`config.mk`:
```
export PLATFORM = sky130hd
export DESIGN_NAME = qs_srt_range_sched
export DESIGN_NICKNAME = d
export VERILOG_FILES = /design/src/rtl/qs_srt_range_sched.sv
export SDC_FILE = /design/constraint.sdc
export NUM_CORES = 1
export LEC_CHECK = 0
export ABC_AREA = 1
export BUFFER_PORTS_ARGS = -buffer_cell sky130_fd_sc_hd__buf_2
export CAP_MARGIN = 40
export CORE_UTILIZATION = 34
export DETAILED_ROUTE_END_ITERATION = 10
export PLACE_DENSITY_LB_ADDON = 0.08
export SLEW_MARGIN = 20
export SYNTH_ARGS = -nofsm -noshare
export SYNTH_HDL_FRONTEND = slang
export SYNTH_SLANG_ARGS = --single-unit
```
`constraint.sdc`:
```
create_clock -name clk -period 3.8 [get_ports clk]
set_input_delay 1.14 -clock clk [delete_from_list [all_inputs] [get_ports clk]]
set_output_delay 1.14 -clock clk [all_outputs]
set_load 0.05 [all_outputs]
```
`src/rtl/qs_srt_range_sched.sv`:
```
// Quicksort range scheduler: seeds the sort stack with {0,n-1}, pops one range
//   at a time for the partition engine, pushes the surviving sub-ranges back
//   (larger first) and pulses done_r once the stack drains.
// Latency: done_r one cycle after start for n<2; otherwise each range costs
//   about 5 cycles of stack traffic plus engine time.
// Backpressure: rng_vld_r/rng_lo_r/rng_hi_r hold until rng_rdy; only one stack
//   command is ever in flight and each cmd_vld_r is a single-cycle pulse.
// Ports: clk, rst (sync, active-low); start/n command in; busy_r/done_r/err_r
//   status; rng_* range offer to the partition engine; part_done/part_pivot
//   engine result; cmd_* stack command out; head_r/head_vld_r/cmd_err_w/
//   empty_w/full_w stack response in.
// Optional build macro QS_SRT_RANGE_SCHED_STATS_EN adds stat_rng_r (ranges
//   issued, saturating) and stat_depth_r (peak stack occupancy).
module qs_srt_range_sched #(
  parameter  int N  = 16,
  parameter  int SN = 16,
  localparam int AW = $clog2(N)
) (
  input  logic            clk,
  input  logic            rst,
  input  logic            start,
  input  logic [AW:0]     n,
  output logic            busy_r,
  output logic            done_r,
  output logic            err_r,
  output logic            rng_vld_r,
  input  logic            rng_rdy,
  output logic [AW-1:0]   rng_lo_r,
  output logic [AW-1:0]   rng_hi_r,
  input  logic            part_done,
  input  logic [AW-1:0]   part_pivot,
  output logic            cmd_vld_r,
  output logic            cmd_push_r,
  output logic [2*AW-1:0] cmd_push_dat_r,
  output logic            cmd_clr_r,
  input  logic [2*AW-1:0] head_r,
  input  logic            head_vld_r,
  input  logic            cmd_err_w,
  input  logic            empty_w,
  input  logic            full_w
`ifdef QS_SRT_RANGE_SCHED_STATS_EN
  ,
  output logic [15:0]     stat_rng_r,
  output logic [AW:0]     stat_depth_r
`endif
);

  typedef enum logic [3:0] {
    ST_IDLE,
    ST_SEED,
    ST_CHK,
    ST_POP,
    ST_WAIT_HEAD,
    ST_OFFER,
    ST_WAIT_PART,
    ST_PUSH_A,
    ST_PUSH_B,
    ST_FIN
  } state_t;

  localparam logic [AW:0]   ONE_X = (AW+1)'(1);
  localparam logic [AW:0]   TWO_X = (AW+1)'(2);
  localparam logic [AW-1:0] ONE_A = AW'(1);

  state_t          state_r, state_d;
  logic            busy_d, done_d, err_d;
  logic            rng_vld_d;
  logic [AW-1:0]   rng_lo_d, rng_hi_d;
  logic            cmd_vld_d, cmd_push_d, cmd_clr_d;
  logic [2*AW-1:0] cmd_dat_d;
  logic [AW-1:0]   seed_hi_r, seed_hi_d;
  // Pending sub-ranges from the last partition, already in push order.
  logic            a_vld_r, a_vld_d, b_vld_r, b_vld_d;
  logic [2*AW-1:0] a_dat_r, a_dat_d, b_dat_r, b_dat_d;

  // Full stack status is not needed: overflow is reported through cmd_err_w.
  logic unused_ok;
  assign unused_ok = full_w & (SN > 0);

  // Sub-range split, evaluated one bit wider so p=0 or p=N-1 cannot wrap.
  logic [AW:0]     lo_x, hi_x, piv_x, len_l, len_r;
  logic            l_vld, r_vld, l_first;
  logic [2*AW-1:0] l_dat, r_dat;

  assign lo_x    = {1'b0, rng_lo_r};
  assign hi_x    = {1'b0, rng_hi_r};
  assign piv_x   = {1'b0, part_pivot};
  assign l_vld   = piv_x > (lo_x + ONE_X);
  assign r_vld   = hi_x > (piv_x + ONE_X);
  assign len_l   = piv_x - lo_x;
  assign len_r   = hi_x - piv_x;
  assign l_first = (len_l >= len_r);
  // Only meaningful when the matching *_vld is set, so the AW-bit +/-1 is safe.
  assign l_dat   = {rng_lo_r, part_pivot - ONE_A};
  assign r_dat   = {part_pivot + ONE_A, rng_hi_r};

  always_comb begin
    state_d    = state_r;
    busy_d     = busy_r;
    done_d     = 1'b0;
    err_d      = err_r;
    rng_vld_d  = 1'b0;
    rng_lo_d   = rng_lo_r;
    rng_hi_d   = rng_hi_r;
    cmd_vld_d  = 1'b0;
    cmd_push_d = cmd_push_r;
    cmd_dat_d  = cmd_push_dat_r;
    cmd_clr_d  = 1'b0;
    seed_hi_d  = seed_hi_r;
    a_vld_d    = a_vld_r;
    a_dat_d    = a_dat_r;
    b_vld_d    = b_vld_r;
    b_dat_d    = b_dat_r;

    case (state_r)
      ST_IDLE: begin
        if (start) begin
          if (n < TWO_X) begin
            done_d = 1'b1;
          end else begin
            busy_d    = 1'b1;
            cmd_clr_d = 1'b1;
            // n==N wraps to 0 in AW bits, so n-1 still lands on N-1.
            seed_hi_d = n[AW-1:0] - ONE_A;
            state_d   = ST_SEED;
          end
        end
      end
      ST_SEED: begin
        cmd_vld_d  = 1'b1;
        cmd_push_d = 1'b1;
        cmd_dat_d  = {{AW{1'b0}}, seed_hi_r};
        state_d    = ST_CHK;
      end
      ST_CHK: begin
        // While a command is still on the port, empty_w has not caught up yet.
        if (!cmd_vld_r) begin
          state_d = empty_w ? ST_FIN : ST_POP;
        end
      end
      ST_POP: begin
        cmd_vld_d  = 1'b1;
        cmd_push_d = 1'b0;
        state_d    = ST_WAIT_HEAD;
      end
      ST_WAIT_HEAD: begin
        if (head_vld_r) begin
          rng_lo_d  = head_r[2*AW-1:AW];
          rng_hi_d  = head_r[AW-1:0];
          rng_vld_d = 1'b1;
          state_d   = ST_OFFER;
        end
      end
      ST_OFFER: begin
        if (rng_rdy) begin
          state_d = ST_WAIT_PART;
        end else begin
          rng_vld_d = 1'b1;
        end
      end
      ST_WAIT_PART: begin
        if (part_done) begin
          if (l_vld && r_vld) begin
            a_vld_d = 1'b1;
            b_vld_d = 1'b1;
            a_dat_d = l_first ? l_dat : r_dat;
            b_dat_d = l_first ? r_dat : l_dat;
          end else begin
            a_vld_d = l_vld | r_vld;
            b_vld_d = 1'b0;
            a_dat_d = l_vld ? l_dat : r_dat;
          end
          state_d = ST_PUSH_A;
        end
      end
      ST_PUSH_A: begin
        if (a_vld_r) begin
          cmd_vld_d  = 1'b1;
          cmd_push_d = 1'b1;
          cmd_dat_d  = a_dat_r;
        end
        state_d = ST_PUSH_B;
      end
      ST_PUSH_B: begin
        // Leave a gap after the first push so commands never run back-to-back.
        if (!cmd_vld_r) begin
          if (b_vld_r) begin
            cmd_vld_d  = 1'b1;
            cmd_push_d = 1'b1;
            cmd_dat_d  = b_dat_r;
          end
          state_d = ST_CHK;
        end
      end
      ST_FIN: begin
        done_d  = 1'b1;
        busy_d  = 1'b0;
        state_d = ST_IDLE;
      end
      default: begin
        state_d = ST_IDLE;
        busy_d  = 1'b0;
      end
    endcase

    // A stack fault ends the sort; done_r still pulses via FIN.
    if (cmd_err_w && (state_r != ST_IDLE) && (state_r != ST_FIN)) begin
      err_d     = 1'b1;
      state_d   = ST_FIN;
      cmd_vld_d = 1'b0;
      rng_vld_d = 1'b0;
    end
  end

  always_ff @(posedge clk) begin
    if (!rst) begin
      state_r        <= ST_IDLE;
      busy_r         <= 1'b0;
      done_r         <= 1'b0;
      err_r          <= 1'b0;
      rng_vld_r      <= 1'b0;
      rng_lo_r       <= '0;
      rng_hi_r       <= '0;
      cmd_vld_r      <= 1'b0;
      cmd_push_r     <= 1'b0;
      cmd_push_dat_r <= '0;
      cmd_clr_r      <= 1'b0;
      seed_hi_r      <= '0;
      a_vld_r        <= 1'b0;
      a_dat_r        <= '0;
      b_vld_r        <= 1'b0;
      b_dat_r        <= '0;
    end else begin
      state_r        <= state_d;
      busy_r         <= busy_d;
      done_r         <= done_d;
      err_r          <= err_d;
      rng_vld_r      <= rng_vld_d;
      rng_lo_r       <= rng_lo_d;
      rng_hi_r       <= rng_hi_d;
      cmd_vld_r      <= cmd_vld_d;
      cmd_push_r     <= cmd_push_d;
      cmd_push_dat_r <= cmd_dat_d;
      cmd_clr_r      <= cmd_clr_d;
      seed_hi_r      <= seed_hi_d;
      a_vld_r        <= a_vld_d;
      a_dat_r        <= a_dat_d;
      b_vld_r        <= b_vld_d;
      b_dat_r        <= b_dat_d;
    end
  end

`ifdef QS_SRT_RANGE_SCHED_STATS_EN
  logic        start_acc;
  logic [AW:0] occ_r;

  assign start_acc = (state_r == ST_IDLE) && start && (n >= TWO_X);

  // Shadow occupancy follows accepted commands only; faulted ones change nothing.
  always_ff @(posedge clk) begin
    if (!rst) begin
      stat_rng_r   <= '0;
      stat_depth_r <= '0;
      occ_r        <= '0;
    end else if (start_acc) begin
      stat_rng_r   <= '0;
      stat_depth_r <= '0;
      occ_r        <= '0;
    end else begin
      if (rng_vld_r && rng_rdy && (stat_rng_r != 16'hFFFF)) begin
        stat_rng_r <= stat_rng_r + 16'd1;
      end
      if (cmd_clr_r) begin
        occ_r <= '0;
      end else if (cmd_vld_r && !cmd_err_w) begin
        if (cmd_push_r) begin
          occ_r <= occ_r + ONE_X;
          if ((occ_r + ONE_X) > stat_depth_r) begin
            stat_depth_r <= occ_r + ONE_X;
          end
        end else begin
          occ_r <= occ_r - ONE_X;
        end
      end
    end
  end
`endif

endmodule
```
# Yosys cells after proc, flatten, opt, wreduce, memory -nomap -nowiden
# Index checks and enable logic that the tools add are counted.
# Widths: inputs -> output; s select.
[classes]
reduce_logical = 20
mux = 38
bitwise = 4
eq_ne = 26
n_addsub = 7
n_lt_le_gt_ge = 4
[op_table]
columns = ["operator", "count"]
rows = [
  ["$mux 8", 7],
  ["$mux 4", 9],
  ["$pmux 4 s9", 1],
  ["$pmux 8 s3", 1],
  ["$ne 3x3->1 const B", 7],
  ["$ne 2x2->1 const B", 9],
  ["$eq 4x3->1 const B", 4],
  ["$mux 1", 15],
  ["$reduce_and 7->1", 2],
  ["$reduce_and 3->1", 4],
  ["$add 4x1->5 const B", 2],
  ["$gt 4x5->1", 2],
  ["$sub 4x4->5", 2],
  ["$eq 4x2->1 const B", 2],
  ["$eq 4x4->1 const B", 2],
  ["$reduce_and 4->1", 2],
  ["$reduce_bool 4->1", 2],
  ["$reduce_or 8->1", 1],
  ["$sub 4x1->4 const B", 2],
  ["$pmux 1 s2", 3],
  ["$ge 5x5->1", 1],
  ["$lt 5x2->1 const B", 1],
  ["$add 4x1->4 const B", 1],
  ["$eq 4x1->1 const B", 1],
  ["10 further kinds", 16],
]
[totals]
wordCells = 116
regBits = 49

# Logic depth before layout (Yosys ltp)
# Gate-level depths: netlist (run 1).
[logic_depth]
depth_word = 5
depth_mapped = 17
mapped_depth_nobuf = 17

# Least setup slack after synthesis (run 1)
# OpenSTA, ideal clock, no wires.
[synth_path]
path_type = "input-to-reg"
start = "input part_pivot[0]"
end = "register b_dat_r[6]"
arrival_ps = 3413
setup_slack_ps = 272
stages = 14
n_path_buf = 1
required_time_ps = 3684
path_cell_list = "inv_1 ha_1 inv_1 fa_1 a21o_1 a21oi_1 ha_1 a21oi_1 nand3_1 buf_2 nand2_1 o21ai_0 o21ai_0 nor2_1"
[synth_via]
elab_chain_len = 4
word_cells_on_any_way = 10
classes_between = "add/sub: 4; order compare: 3; mux: 1; reduce/logical: 2"
[synth_lines]
columns = ["element", "line", "text"]
rows = [
  ["start: declaration", "31", "input logic [AW-1:0] part_pivot,"],
  ["$add 4x1->5", "89", "assign r_vld = hi_x > (piv_x + ONE_X);"],
  ["$gt 4x5->1", "89", ""],
  ["$logic_and 1x1->1", "163", "if (l_vld && r_vld) begin"],
  ["$reduce_and 3->1 (no source line)", "--", ""],
  ["end signal: assignment", "249", "b_dat_r <= b_dat_d;"],
  ["end: declaration", "74", "logic [2*AW-1:0] a_dat_r, a_dat_d, b_dat_r, b_dat_d;"],
]
# Parallel ways exist; a longest one is shown, timed or not.
# A chain may end at the register's enable or synchronous reset.

# Final worst setup path (run 1)
[layout_path]
start = "input part_pivot[0]"
end = "register b_dat_r[4]"
# The elaborated chain is that of the path after synthesis.

==> results of run 1 <==
==> power by group through the flow <==
stage               Sequential [W]  Clock, W  Combinational, W
floorplan                 0.000772         0          0.000353
global placement          0.000632         0          0.000631
detailed placement        0.000634         0          0.000633
CTS                       0.000622  0.000401          0.000635
global route              0.000632  0.000427          0.000705
finish                    0.000621  0.000384          0.000632
==> synthesized netlist by cell type (2+ instances only) <==
cell type  count
fa_1           2
buf_4          2
nand2_2        2
dfxtp_1       49
o22ai_1        4
nand3_1       38
nand4_1        6
inv_2          5
buf_2          5
nor2_1        42
a21oi_1       41
nand3b_1       2
nor2_2         6
o221ai_1       3
inv_1         68
clkbuf_1       4
o21ai_1        4
nand2_1      105
ha_1          25
nor3_1         2
nor2_4         2
o21ai_0       37
xnor2_1        3
xor2_1         9
==> final cells by class <==
type,count,area (sq um)
fillers,1007,5500
multi-input cells,342,1910
flip-flops and latches,49,981
inverters,76,292
repair buffers,54,288
well taps,129,161
clock buffers,7,86.3
clock inverters,1,30.0
==> flip-flops by register name, indices dropped and copies added, names as in the netlist, 4 cells and up <==
signal / cells
b_dat_r: 8
rng_lo_r: 4
a_dat_r: 8
cmd_push_dat_r: 8
rng_hi_r: 4
state_r: 4
seed_hi_r: 4
==> layer usage <==
metal | track usage | part of all wire | up-vias | routed length [um]
li1 | - | - | 1648 | -
met1 | 0.273 | 0.52 | 1385 | 4440
met2 | 0.278 | 0.43 | 89 | 3710
met3 | 0.0267 | 0.045 | 4 | 390
met4 | 0.0351 | 0.0055 | 0 | 47
met5 | 0 | 0 | - | 0
==> worst max-delay path by stage <==
stage / depth (start not counted) / start / slack, ns / endpoint
floorplan: 14 / part_pivot[0] / 0.27 / b_dat_r[6]
global placement: 14 / part_pivot[0] / 0.16 / b_dat_r[4]
detailed placement: 14 / part_pivot[0] / 0.16 / b_dat_r[4]
CTS: 14 / part_pivot[0] / 0.46 / b_dat_r[4]
global route: 16 / part_pivot[0] / 0.20 / b_dat_r[4]
finish: 14 / part_pivot[0] / 0.44 / b_dat_r[4]
==> cell families (layout without fill, tap and decap cells) <==
family	count (synthesis)	in the layout	synth area share
flops	49	49	0.302
simple gates	210	210	0.295
xor+xnor	12	12	0.0324
compound gates	93	93	0.152
buf+inv	88	138	0.110
fa+ha+maj	27	27	0.109
==> worst max-delay path: cells and delay by family <==
kind	cells	cell delay, ns
and+or+nand+nor	2	0.23
adders and majority gates	3	0.80
AOI/OAI and AO/OA	5	0.94
buffers and inverters	4	0.47
==> through the flow <==
step,area [sq um],std cells
after global routing,3740,658
after global placement,3630,650
after floorplan,3250,479
after CTS,3740,658
final,3740,658
after detailed placement,3630,650
==> results.ini, run 1 <==
[run_status]
status = finished, final reports clean

[power_and_ir_drop]
leakage_nw = 1.77
ir_drop_uv = 189
switching_share = 0.409
p_seq_frac = 0.379
p_int_w = 0.000968
pwr-share-clk = 0.235
power.total_w = 0.00164
switching_power_w = 0.000669
share_comb_of_total_power = 0.386
power_density_nw_per_um2 = 437

[clock_network]
tritoncts = built
postCtsSetupRepairBufs = 0
worstSkewPairLatency_ns = 0.30
hold_buffers = 0
clockBufferDepth = 2
clock_sinks = 49
cts-root-buf = clkbuf_8
cts_repair_resize_count = 0
htree_levels = 2
clk_pin_slew_worst_paths_ns = 0.09
numCtsBuffers = 5

[setup_path]
reg2reg_slack_ns = 0.85
cp_max_fo = 17
critPathRequiredTime_ns = 4.03
arrival_ns = 3.59
crit_slowest_cell = fa_1
max_stage_delay_ns = 0.39
crit_chain = buf_2 > inv_1 > ha_1 > inv_1 > fa_1 > a21o_1 > a21oi_1 > ha_1 > a21oi_1 > nand3_1 > buf_4 > o21ai_0 > o21ai_0 > nor2_1
r2r_cells = 11
path_class = input pin to flip-flop
r2r-end = b_dat_r[4]
timing.rr.start = rng_lo_r[1]
start_kind = input pin
endpoint_kind = flip-flop

[global_route]
antenna_found_initial = 0
grt_first_pass_wirelength_mm = 14.1
grt_pass1_vias = 2797
track_usage = 0.183
grt_overflow = 0
grt_max_degree = 33

[detailed_routing]
drt-total-wl_mm = 8.59
drtIter0Drc = 189
drc = 0
drtPass1Iterations = 4
wl_per_cell_um = 13.1
dr_total_vias = 3126
ant_nets = 0
via_per_inst = 4.75

[synthesis]
synth_cell_types = 37
syn_area_per_cell_sq_um = 6.78
yosysSeqAreaShare = 0.302
synthTopCellsByArea = dfxtp_1, nand2_1, ha_1, inv_1, a21oi_1
ys_seq_elements = 49
synth_top_area_cell = dfxtp_1
synth_edf_count = 0
synthArstFlopShare = 0
yosysWarnings = 0
synthCells = 479
ys.flop_type = dfxtp_1
yosysTopAreaCellShare = 0.302
netlist_area_sq_um = 3250
synth_nets = 532

[floorplanning]
dieArea_sq_um = 9940
start_util = 0.351
core_sq_um = 9240
fp.dieH_um = 99.7
row_count = 35
ios = 49
die_x_um = 99.7

[sta]
setup_tns_ns = 0
worstMarginPinSlew_ns = 0.554
setup_ws_ns = 0.442
period_share = 0.884
rsz0062_at_grt = no
fin_skew_ns = 0.00889
fmax_mhz = 298
relSlewSlack = 0.630
finalMaxSlewViolations = 0
final-hold-violation-count = 0
min_period_ns = 3.36
setup_viol = 0
finalHoldWorstSlack_ns = 0.468

[job]
maxCapViolCount = 0

[worst_hold_path]
whs_endpoint = b_dat_r[1]
min_path_cells = 2
hold_path.class = flip-flop to flip-flop
hp-start = b_dat_r[1]

[place]
hpwl_mm = 6.75
numPortBuffers = 47
gp_congestion = 0.852
post-place-ws_ns = 0.162

[cells_and_area]
mostFrequentLayoutCell = nand2_1
area_growth_pct = 15.4
n_antenna_cell = 0
drive_gt1_frac = 0.157
nNetsFinal = 581
fin_util = 0.405
final_cell_mix = nand2_1, inv_1, dfxtp_1

(Power assumes the default switching activity.)
==> run 2: changes to the inputs <==
- CORE_UTILIZATION: 34 -> 52
- MAX_ROUTING_LAYER: not set -> met4
- clock period: 3.8 -> 2.84 ns (I/O delays scaled with it)
==> run 2 against run 1 <==
Against the previous run: non-clock buffer count rose by 31; first-iteration DRC count is 58% higher; worst hold slack improved by 0.0024 ns; die area shrank 34%; flip-flop and latch count did not move; routed wire length is 2.8% higher; worst setup slack got worse by 0.43 ns; register-to-register slack got worse by 0.55 ns; count of clock-buffer cells in the layout unchanged; clock power rose by 15%; sequential share of layout area fell by 2.4 points; via count is 7.2% higher; critical endpoint is now a_dat_r[0]; highest routed layer unchanged.
==> results.ini, run 2 (same netlist as run 1, synthesis figures left out) <==
[run_status]
status = finished, final reports clean

[place]
gp_congestion = 1.00
placed_area_sq_um = 3800
dp.cells = 622
post-place-ws_ns = -0.412
numPortBuffers = 47
hpwl_mm = 6.57

[power_and_ir_drop]
switching_power_w = 0.000946
pwr-share-clk = 0.198
p_seq_frac = 0.370
switching_share = 0.423
power.total_w = 0.00224
share_comb_of_total_power = 0.433
ir_drop_uv = 479
p_int_w = 0.00129
power_density_nw_per_um2 = 543
leakage_nw = 1.99

[cells_and_area]
nNetsFinal = 616
reg_top3 = a_dat_r x8, b_dat_r x8, cmd_push_dat_r x8
area_growth_pct = 26.9
n_antenna_cell = 0
final_cell_mix = nand2_1, inv_1, dfxtp_1
layout.cells.non_filler = 639
finalInstanceArea_sq_um = 4120
drive_gt1_frac = 0.259
mostFrequentLayoutCell = nand2_1

[setup_path]
path_class = input pin to flip-flop
cp_max_fo = 6
endpoint_kind = flip-flop
crit_family = adder cells
critical_path.startpoint = part_pivot[0]
reg2reg_slack_ns = 0.30
cp-endpoint = a_dat_r[0]
critical_path_depth = 17
timing.rr.start = rng_hi_r[0]
crit_chain = buf_8 > clkinvlp_4 > ha_4 > inv_4 > fa_2 > a21o_1 > a21oi_2 > ha_4 > a21oi_4 > buf_12 > nand3_4 > nand2_2 > nand2_1 > nand3_1 > nand3_1 > nand2_1 > inv_1
start_kind = input pin
arrival_ns = 3.03
crit_slowest_cell = fa_2
r2r-end = a_dat_r[0]
critPathRequiredTime_ns = 3.04
cp.buffers_inverters = 5
r2r_cells = 14
max_stage_delay_ns = 0.35

[global_route]
grt_pass1_vias = 2997
grt_first_pass_wirelength_mm = 13.8
antenna_found_initial = 0
grt_overflow = 0
track_usage = 0.286
grt_max_degree = 32

[sta]
min_period_ns = 2.82
fin_skew_ns = 0.00798
rsz0062_at_grt = yes
worstMarginPinSlew_ns = 0.516
setup_ws_ns = 0.0168
fmax_mhz = 354
relSlewSlack = 0.656
period_share = 0.994
final-hold-violation-count = 0
setup_viol = 0
finalHoldWorstSlack_ns = 0.470
finalMaxSlewViolations = 0

[floorplanning]
start_util = 0.545
core_sq_um = 5960
fp.dieH_um = 81.0
dieArea_sq_um = 6560
ios = 49
row_count = 28
die_x_um = 81.0

[detailed_routing]
drc = 0
drt-total-wl_mm = 8.84
dr_total_vias = 3350
ant_nets = 0
via_per_inst = 5.24
drtPass1Iterations = 5
wl_per_cell_um = 13.8
drtIter0Drc = 298

[clock_network]
htree_levels = 2
clockBufferDepth = 2
hold_buffers = 0
clock_sinks = 49
tritoncts = built
clk_pin_slew_worst_paths_ns = 0.08
cts-root-buf = clkbuf_8
worstSkewPairLatency_ns = 0.30
numCtsBuffers = 5

[worst_hold_path]
hold_path.class = flip-flop to flip-flop

[job]
maxCapViolCount = 0

-- run 2: final cells by class --
cell class	count	area, sq um
Multi-Input combinational cell	345	2090
Fill cell	524	1840
Sequential cell	49	981
Timing Repair Buffer	85	547
Inverter	76	307
Clock buffer	7	96.3
Tap cell	75	93.8
Clock inverter	1	5.00
Timing Repair inverter	1	5.00
-- run 2: per-stage QoR --
stage	setup TNS, ns	util
global placement	-4.63	0.639
floorplan	-0.181	-
detailed placement	-5.65	0.639
CTS	-0.00125	0.664
global route	-0.616	0.692
finish	0	0.692
-- run 2: tightest hold or removal path, cell delays in order (launching register included) --
cell and delay, ns:
dfxtp_1 0.32, nand2_1 0.06, a21oi_1 0.05
-- run 2: worst min-delay path by stage --
stage | cells past startpoint | end | slack [ns] | start
6_report | 2 | b_dat_r[2] | 0.47 | b_dat_r[2]
3_3_place_gp | 1 | err_r | 0.45 | err_r
2_1_floorplan | 2 | seed_hi_r[2] | 0.43 | seed_hi_r[2]
4_1_cts | 2 | b_dat_r[7] | 0.47 | b_dat_r[7]
3_5_place_dp | 2 | b_dat_r[7] | 0.46 | b_dat_r[7]
5_1_grt | 2 | b_dat_r[2] | 0.49 | b_dat_r[2]
-- run 2: metal layers --
layer  GRT usage  wire (um)  vias up  part of all wire
li1            -          -     1719                 -
met1       0.390       4120     1494              0.47
met2       0.432       3910      120              0.44
met3      0.0618        640       17             0.072
met4      0.0625        164        0             0.019
met5           -          0        -                 0
-- run 2: power by group through the flow --
stage	sequential, W	combinational [W]	clock (W)
2_1_floorplan	0.00103	0.000489	0
3_3_place_gp	0.000839	0.000870	0
3_5_place_dp	0.000843	0.000883	0
4_1_cts	0.000827	0.000905	0.000453
5_1_grt	0.000839	0.00107	0.000494
6_report	0.000827	0.000967	0.000443
-- run 2: what timing repair did --
item,4_1_cts,5_1_grt
pin swaps,0,15
gates cloned,1,3
gates resized for setup,10,34
setup buffers,0,5
hold endpoints to repair,0,0
endpoints found under the setup margin,13,16
==> run 3: changes to the inputs <==
- CORE_UTILIZATION: 52 -> 45
- CTS_BUF_LIST: not set -> sky130_fd_sc_hd__clkbuf_16
- PLACE_DENSITY: not set -> 0.74
- PLACE_DENSITY_LB_ADDON: 0.08 -> not set
==> run 3 against run 2 <==
Against the previous run: the flow now finishes with violations (setup timing); clock skew shrank 0.0038 ns; non-clock buffer count rose by 6; worst setup slack lost 0.027 ns; die area up 15%; power increased by 5.5%; via count increased by 1.8%; critical path depth shrank 3; sequential share of layout area is 0.71 points lower; largest power group unchanged.
==> results.ini, run 3 (same netlist as run 1, synthesis figures left out) <==
[global_route]
grt_overflow = 0
antenna_found_initial = 0
grt_max_degree = 32
grt_first_pass_wirelength_mm = 13.7
track_usage = 0.240
grt_pass1_vias = 3032

[cells_and_area]
drive_gt1_frac = 0.257
nNetsFinal = 621
final_cell_mix = nand2_1, inv_1, dfxtp_1
area_growth_pct = 30.8
reg_top3 = a_dat_r x8, b_dat_r x8, cmd_push_dat_r x8
n_fill_cell = 619
mostFrequentLayoutCell = nand2_1
n_antenna_cell = 0
layout.cells.non_filler = 665

[setup_path]
endpoint_kind = flip-flop
cp_max_fo = 3
arrival_ns = 3.08
path_class = input pin to flip-flop
reg2reg_slack_ns = 0.18
critPathRequiredTime_ns = 3.07
start_kind = input pin

[sta]
rsz0062_at_grt = yes
setup_ws_ns = -0.0105
min_period_ns = 2.85
setup_tns_ns = -0.0105
final-hold-violation-count = 0
fin_skew_ns = 0.00417
period_share = 1.00
finalMaxSlewViolations = 0
setup_viol = 1
worstMarginPinSlew_ns = 0.491
fmax_mhz = 351
relSlewSlack = 0.672

[place]
numPortBuffers = 47
dp.cells = 648
gp_congestion = 0.999
hpwl_mm = 6.54

[floorplanning]
die_x_um = 86.9
start_util = 0.472
core_sq_um = 6870
ios = 49
fp.dieH_um = 86.9
row_count = 30
dieArea_sq_um = 7560

[power_and_ir_drop]
ir_drop_uv = 313
pwr-share-clk = 0.235
switching_power_w = 0.000959
p_int_w = 0.00140
p_seq_frac = 0.351
switching_share = 0.406
leakage_nw = 2.05
share_comb_of_total_power = 0.414
power_density_nw_per_um2 = 556

[detailed_routing]
drt-total-wl_mm = 8.70
via_per_inst = 5.13
dr_total_vias = 3410
drc = 0
ant_nets = 0
wl_per_cell_um = 13.1
drtIter0Drc = 251
drtPass1Iterations = 5

[clock_network]
tritoncts = built
clock_sinks = 49
hold_buffers = 0
htree_levels = 2
cts-root-buf = clkbuf_16
worstSkewPairLatency_ns = 0.28
clk_pin_slew_worst_paths_ns = 0.06
numCtsBuffers = 5
clockBufferDepth = 2

[run_status]
violations = setup timing
status = complete, but fails checks

[worst_hold_path]
hold_path.class = flip-flop to flip-flop

[job]
maxCapViolCount = 0

==> run 3: worst max-delay path, cell delays in order <==
cell and delay [ns]:
buf_8 0.10, ha_1 0.20, fa_1 0.42, o21ai_1 0.28, ha_4 0.27, a21oi_4 0.20, buf_4 0.14, buf_6 0.09
nand4_1 0.12, nand2_1 0.11, nand3_1 0.08, nand3_1 0.09, nand2_1 0.05, inv_1 0.06
==> run 3: power by group through the flow <==
stage	registers, W	clock network [W]	logic [W]
2_1_floorplan	0.00103	0	0.000489
5_1_grt	0.000838	0.000601	0.00107
3_3_place_gp	0.000842	0	0.000873
4_1_cts	0.000830	0.000563	0.000891
3_5_place_dp	0.000844	0	0.000885
6_report	0.000829	0.000554	0.000978
==> run 3: final cells by class <==
type	count	area, sq um	area share
Timing Repair Buffer	91	618	0.146
Inverter	76	304	0.0716
Tap cell	96	120	0.0283
Multi-Input combinational cell	345	2090	0.491
Clock buffer	5	125	0.0295
Sequential cell	49	981	0.231
Clock inverter	3	12.5	0.00295
==> run 3: per-layer routing <==
metal / global-route usage / share of wire
met1: 0.325 / 0.47
met2: 0.369 / 0.45
met3: 0.0502 / 0.064
met4: 0.0500 / 0.010
met5: - / 0
==> run 3: final timing paths <==
check / startpoint / end / cells past startpoint
worst min register to register: b_dat_r[5] / b_dat_r[5] / 2
worst max register to register: rng_hi_r[0] / a_dat_r[4] / 14
worst max-delay path: part_pivot[0] / a_dat_r[4] / 14
worst min-delay path: b_dat_r[5] / b_dat_r[5] / 2
==> run 3: timing repair <==
| action | 4_1_cts | 5_1_grt |
|---|---|---|
| setup endpoints to repair | 7 | 16 |
| gates resized for setup | 2 | 36 |
| setup buffers | 0 | 6 |
| pin swaps | 0 | 14 |
| gates cloned | 0 | 3 |
==> run 3: through the flow <==
step	area [sq um]	worst slack (ns)	hold WS [ns]	util	total power, W
finish	4250	-0.0105	0.466	0.618	0.00236
global route	4250	-0.0573	0.481	0.618	0.00251
CTS	4010	0.00381	0.464	0.583	0.00228
detailed placement	3870	-0.309	0.454	0.563	0.00173
global placement	3870	-0.310	0.446	0.563	0.00172
floorplan	3300	-0.0454	0.429	-	0.00152
